[src/rtl/fifo_pkg.sv]
// Shared constants and FSM encoding for the FIFO burst reader slice.
package fifo_pkg;

    localparam int FIFO_DATA_WIDTH = 6;
    localparam int FIFO_ADDR_WIDTH = 4;
    localparam int SKID_DEPTH      = 2;
    localparam int SKID_CNT_WIDTH  = $clog2(SKID_DEPTH + 1);

    typedef enum logic [1:0] {
        ST_IDLE   = 2'd0,
        ST_WAIT   = 2'd1,
        ST_STREAM = 2'd2,
        ST_DONE   = 2'd3
    } burst_state_t;

endpackage

[src/rtl/skid_buffer_2.sv]
// Two-entry output buffer; the head entry stays put until it is popped.
module skid_buffer_2
    import fifo_pkg::*;
#(
    parameter int DATA_WIDTH = FIFO_DATA_WIDTH
)(
    input  logic                      clk,
    input  logic                      rst,
    input  logic                      push,
    input  logic [DATA_WIDTH-1:0]     push_data,
    input  logic                      pop,
    output logic                      valid,
    output logic [DATA_WIDTH-1:0]     data,
    output logic [SKID_CNT_WIDTH-1:0] count
);
    logic [DATA_WIDTH-1:0]     mem [SKID_DEPTH];
    logic                      wr_ptr, rd_ptr;
    logic [SKID_CNT_WIDTH-1:0] cnt_q;
    logic                      do_push, do_pop;

    assign do_push = push && (cnt_q != SKID_CNT_WIDTH'(SKID_DEPTH));
    assign do_pop  = pop && (cnt_q != '0);

    // Entry storage, ring pointers and occupancy.
    always_ff @(posedge clk) begin
        if (rst) begin
            for (int i = 0; i < SKID_DEPTH; i++) mem[i] <= '0;
            wr_ptr <= 1'b0;
            rd_ptr <= 1'b0;
            cnt_q  <= '0;
        end else begin
            if (do_push) begin
                mem[wr_ptr] <= push_data;
                wr_ptr      <= ~wr_ptr;
            end
            if (do_pop) rd_ptr <= ~rd_ptr;
            case ({do_push, do_pop})
                2'b10:   cnt_q <= cnt_q + 1'b1;
                2'b01:   cnt_q <= cnt_q - 1'b1;
                default: cnt_q <= cnt_q;
            endcase
        end
    end

    assign valid = (cnt_q != '0);
    assign data  = mem[rd_ptr];
    assign count = cnt_q;

endmodule

[src/rtl/fifo_burst_reader.sv]
// Reads a fixed-length burst out of a FIFO into a ready/valid stream.
//
// state     | meaning
// ST_IDLE   | waiting for start; burst length captured on start
// ST_WAIT   | waiting until the FIFO holds the whole burst
// ST_STREAM | popping words and handing them downstream
// ST_DONE   | one-cycle completion pulse
module fifo_burst_reader
    import fifo_pkg::*;
#(
    parameter int DATA_WIDTH = FIFO_DATA_WIDTH,
    parameter int ADDR_WIDTH = FIFO_ADDR_WIDTH,
    parameter int FALL       = 1
)(
    input  logic                  clk,
    input  logic                  rst,
    input  logic                  start,
    input  logic [ADDR_WIDTH:0]   burst_len,
    output logic                  busy,
    output logic                  done,
    output logic                  pop,
    input  logic [DATA_WIDTH-1:0] data_pop,
    input  logic                  empty,
    input  logic [ADDR_WIDTH:0]   count,
    output logic                  out_valid,
    output logic [DATA_WIDTH-1:0] out_data,
    input  logic                  out_ready
);
    localparam logic [ADDR_WIDTH:0] MAX_LEN = {1'b1, {ADDR_WIDTH{1'b0}}};

    burst_state_t              state_q, state_d;
    logic [ADDR_WIDTH:0]       len_q, pop_left_q, xfer_left_q, len_clamped;
    logic                      inflight_q, xfer, skid_push;
    logic [SKID_CNT_WIDTH-1:0] skid_count;
    logic [SKID_CNT_WIDTH:0]   occupancy;

    assign len_clamped = (burst_len > MAX_LEN) ? MAX_LEN : burst_len;
    assign xfer        = out_valid && out_ready;
    // Words already committed to the skid buffer, including one still in the FIFO read register.
    assign occupancy   = {1'b0, skid_count} + {{SKID_CNT_WIDTH{1'b0}}, inflight_q};
    assign skid_push   = (FALL != 0) ? pop : inflight_q;

    // State register.
    always_ff @(posedge clk) begin
        if (rst) state_q <= ST_IDLE;
        else     state_q <= state_d;
    end

    // Next-state logic.
    always_comb begin
        state_d = state_q;
        case (state_q)
            ST_IDLE:   if (start) state_d = ST_WAIT;
            ST_WAIT: begin
                if (len_q == '0)         state_d = ST_DONE;
                else if (count >= len_q) state_d = ST_STREAM;
            end
            ST_STREAM: if (xfer && (xfer_left_q == (ADDR_WIDTH + 1)'(1))) state_d = ST_DONE;
            ST_DONE:   state_d = ST_IDLE;
            default:   state_d = ST_IDLE;
        endcase
    end

    // Outputs; pop is held off whenever two words are already committed downstream.
    always_comb begin
        busy = (state_q != ST_IDLE);
        done = (state_q == ST_DONE);
        pop  = 1'b0;
        if (state_q == ST_STREAM && !empty && pop_left_q != '0
            && occupancy < (SKID_CNT_WIDTH + 1)'(SKID_DEPTH)) begin
            pop = 1'b1;
        end
    end

    // Burst length and the two remaining-word down-counters.
    always_ff @(posedge clk) begin
        if (rst) begin
            len_q       <= '0;
            pop_left_q  <= '0;
            xfer_left_q <= '0;
            inflight_q  <= 1'b0;
        end else begin
            if (state_q == ST_IDLE && start) begin
                len_q       <= len_clamped;
                pop_left_q  <= len_clamped;
                xfer_left_q <= len_clamped;
            end else begin
                if (pop)  pop_left_q  <= pop_left_q - 1'b1;
                if (xfer) xfer_left_q <= xfer_left_q - 1'b1;
            end
            inflight_q <= (FALL == 0) && pop;
        end
    end

    skid_buffer_2 #(.DATA_WIDTH(DATA_WIDTH)) u_skid (
        .clk       (clk),
        .rst       (rst),
        .push      (skid_push),
        .push_data (data_pop),
        .pop       (xfer),
        .valid     (out_valid),
        .data      (out_data),
        .count     (skid_count)
    );

endmodule

[config.mk]
export PLATFORM = sky130hd
export DESIGN_NAME = fifo_burst_reader
export DESIGN_NICKNAME = d
export VERILOG_FILES = /design/src/rtl/fifo_pkg.sv /design/src/rtl/skid_buffer_2.sv /design/src/rtl/fifo_burst_reader.sv
export SDC_FILE = /design/constraint.sdc
export NUM_CORES = 1
export LEC_CHECK = 0
export CORE_UTILIZATION = 47
export DETAILED_ROUTE_END_ITERATION = 16
export MAX_ROUTING_LAYER = met4
export PLACE_DENSITY = 0.75
export SLEW_MARGIN = 40
export SYNTH_ARGS = -nofsm -noshare
export SYNTH_HDL_FRONTEND = slang
export SYNTH_SLANG_ARGS = --single-unit
[constraint.sdc]
create_clock -name clk -period 2.2 [get_ports clk]
set_input_delay 0.66 -clock clk [delete_from_list [all_inputs] [get_ports clk]]
set_output_delay 0.66 -clock clk [all_outputs]
set_load 0.01 [all_outputs]
==> impl_metrics.toml <==
[worst_setup_path]
crit_family = "simple AND/OR/NAND/NOR gates"
critPathBufInv = 3
worstPathArrival_ps = 1620
critPathMaxFanout = 2
cp_cell_sequence = "inv_2 -> ha_4 -> nor4b_4 -> or4b_4 -> clkinv_4 -> buf_6"
critPathMaxStageDelay_ps = 520
cp-start-kind = "flip-flop"
worstSetupPathType = "flip-flop to output port"
crit_required_ps = 1540
worst-r2r-cell-count = 9
cp-end-kind = "output port"
cp_num_cells = 6
worst_path_max_delay_cell = "or4b_4"

[sta]
fin_ws_ps = -81.9
min_period_over_period = 1.04
setup_viol = 1
worst_pin_slew_ps = 374
rsz0062_at_grt = "true"
tns_ps = -81.9
timing.hold.ws_ps = 482
finalCriticalPeriod_ps = 2280
drv_slew = 0
hold_violations = 0
finClkSkew_ps = 3.87
max_slew_margin = 0.750
fmax_mhz = 438

[worst_hold_path]
holdPathStages = 2
hp-class = "flip-flop to flip-flop"

[pwr]
clock_power_share = 0.223
p_per_area_nw_per_um2 = 958
switching_share = 0.320
internal_power_w = 0.00166
power.net_switching_w = 0.000782
leakagePower_nw = 1.08
seq_power_share = 0.354
comb_power_share = 0.423
vdd_drop_max_mv = 0.974
finalPower_w = 0.00245

[global_routing]
grt_max_degree = 12
grt-ovfl-total = 0
antenna_found_initial = 0
groute.usage.overall = 0.218
first_global_vias = 1463
grt_pass1_wl_mm = 6.62

[floorplanning]
core-area_sq_um = 3720
fp.dieArea_sq_um = 4200
dieHeight_microns = 64.8
pin_count = 31
rows = 22
start_util = 0.499
dieWidth_microns = 64.8

[finish]
antenna_cells = 0
final_nets = 287
final_layout_size_suffix_gt1_frac = 0.234
multi_input_area_sq_um = 1010
layout_common_cells = "buf_4 (27), clkdlybuf4s50_1 (26), a21oi_1 (19), dfxtp_1 (19)"
final_area_sq_um = 2550
ff_latch_area_sq_um = 807
area_growth_pct = 37.6
layout_commonest_cell = "buf_4"
fin_util = 0.687
fill_cells = 277

[clocking]
clk_pin_slew_ps = 70
clock_latency_ps = 280
cts_tree = "built"
numCtsBuffers = 5
htreeDepth = 2
cts_root_buffer = "clkbuf_8"
hold_buffers = 0
clock_sinks = 34
ctsLongestPathBuffers = 2

[drt]
drtIter0Drc = 52
drt-wirelength-per-cell_microns = 13.2
wirelength_mm = 3.96
drtAntennaViolNets = 0
first_pass_iters = 4
route.detailed.drc = 0
routed-via-count = 1545
vias_per_cell = 5.15

[placed_design]
io_buffers = 30
dp_hpwl_mm = 2.93
gp_congestion = 0.889
dpl-instance-area_sq_um = 2380

[flow_run]
drv_cap = 0

[logic_synthesis]
ys_seq_elements = 34
yosys_warnings = 0
synth_top_family_by_area = "simple AND/OR/NAND/NOR gates"
synthAdderAreaFrac = 0.101
ys_types = 38
yosys-mux-area-fraction = 0.0472
syn_area_sq_um = 1860
synth_compound_area_frac = 0.129
syn-num-nets = 232
ys_seq_area_frac = 0.432
avgSynthCellArea_sq_um = 9.47
synth-xor-area-share = 0.0378
syn-instance-count = 196
yosys.area_share.simple = 0.206

[status]
violations = "setup timing"
status = "finished, violations left"
## cells by family after synthesis
group | Yosys count
AND/OR/NAND/NOR | 69
AO/OA/AOI/OAI | 39
flip-flops | 34
buffers and inverters | 23
adder cells (fa/ha/maj) | 15
XOR/XNOR | 8
multiplexers | 8
## final timing paths
kind / endpoint / slack (ps) / start
worst min register to register: len_q[4]$_SDFFE_PP0P_ / 480 / len_q[4]$_SDFFE_PP0P_
worst max-delay path: pop / -80 / pop_left_q[1]$_SDFFE_PP0P_
worst max register to register: u_skid.count[1]$_SDFFE_PP0P_ / 10 / pop_left_q[1]$_SDFFE_PP0P_
worst min-delay path: len_q[4]$_SDFFE_PP0P_ / 480 / len_q[4]$_SDFFE_PP0P_
## power groups by stage
stage | registers [W] | logic [W] | clock network [W]
finish | 0.000865 | 0.00103 | 0.000547
global placement | 0.000858 | 0.000958 | 0
floorplan | 0.000850 | 0.000599 | 0
global route | 0.000886 | 0.00116 | 0.000592
detailed placement | 0.000863 | 0.000979 | 0
CTS | 0.000863 | 0.00103 | 0.000560
## per-layer routing
layer / GRT usage / up-vias / wire length [microns]
met5: - / - / 0
met4: 0.117 / 0 / 93
met3: 0.0440 / 9 / 162
met2: 0.339 / 34 / 1920
met1: 0.265 / 719 / 1780
li1: - / 783 / -
## sequential cells by signal, indices dropped and copies added, names as in the netlist, named ones only
name / cells
len_q: 5
pop_left_q: 5
state_q: 2
u_skid.count: 2
u_skid.mem: 12
u_skid.rd_ptr: 1
u_skid.wr_ptr: 1
xfer_left_q: 5
## through the flow
step                      worst slack (ps)  cells
final                                -81.9    300
after global routing                  -150    300
after CTS                            -86.5    300
after detailed placement              -702    291
after global placement                -721    291
after floorplan                       65.8    196
## Yosys cell counts
cell type | n | area [sq um]
or3_1 | 1 | 6.26
nor3_1 | 9 | 45.0
buf_2 | 1 | 5.00
o21ai_0 | 3 | 15.0
nor3b_1 | 2 | 15.0
ha_1 | 15 | 188
nor4b_1 | 1 | 8.76
edfxtp_1 | 12 | 360
nand3_1 | 4 | 20.0
nor2b_1 | 4 | 25.0
xnor2_1 | 5 | 43.8
or2_2 | 3 | 18.8
or4b_1 | 2 | 20.0
a21oi_1 | 20 | 100
a21o_2 | 1 | 8.76
or2b_1 | 1 | 7.51
a2111o_1 | 1 | 11.3
a22oi_1 | 2 | 15.0
xor2_1 | 3 | 26.3
nor2_1 | 15 | 56.3
a31oi_1 | 3 | 18.8
o21bai_1 | 2 | 15.0
and3b_1 | 1 | 8.76
nand3b_1 | 1 | 7.51
dfxtp_1 | 22 | 440
and2_1 | 15 | 93.8
clkbuf_1 | 8 | 30.0
a211oi_1 | 2 | 15.0
o311ai_0 | 1 | 8.76
mux2_2 | 6 | 67.6
nand2b_1 | 3 | 18.8
inv_1 | 13 | 48.8
nand2_1 | 6 | 22.5
mux2i_1 | 2 | 20.0
clkinv_2 | 1 | 5.00
a21o_1 | 3 | 22.5
or4_1 | 1 | 7.51
a211o_1 | 1 | 8.76
## final cells by class
type / instances / area share
multi-input combinational: 139 / 0.397
clock buffer: 5 / 0.0269
clock inverter: 3 / 0.0157
tap: 48 / 0.0235
timing repair buffer: 57 / 0.198
sequential: 34 / 0.316
inverter: 14 / 0.0225
## what timing repair did
| action | 4_1_cts | 5_1_grt |
|---|---|---|
| setup buffers | 1 | 0 |
| gates cloned | 0 | 0 |
| pin swaps | 2 | 1 |
| resized for setup | 20 | 7 |
| endpoints found under the setup margin | 10 | 10 |
## worst min-delay path, delay by kind of cell (launching register included)
family / cells / cell delay (ps)
and+or+nand+nor: 1 / 60
AOI/OAI and AO/OA: 1 / 50
DFF: 1 / 330
Power figures use the tool's default switching activity.
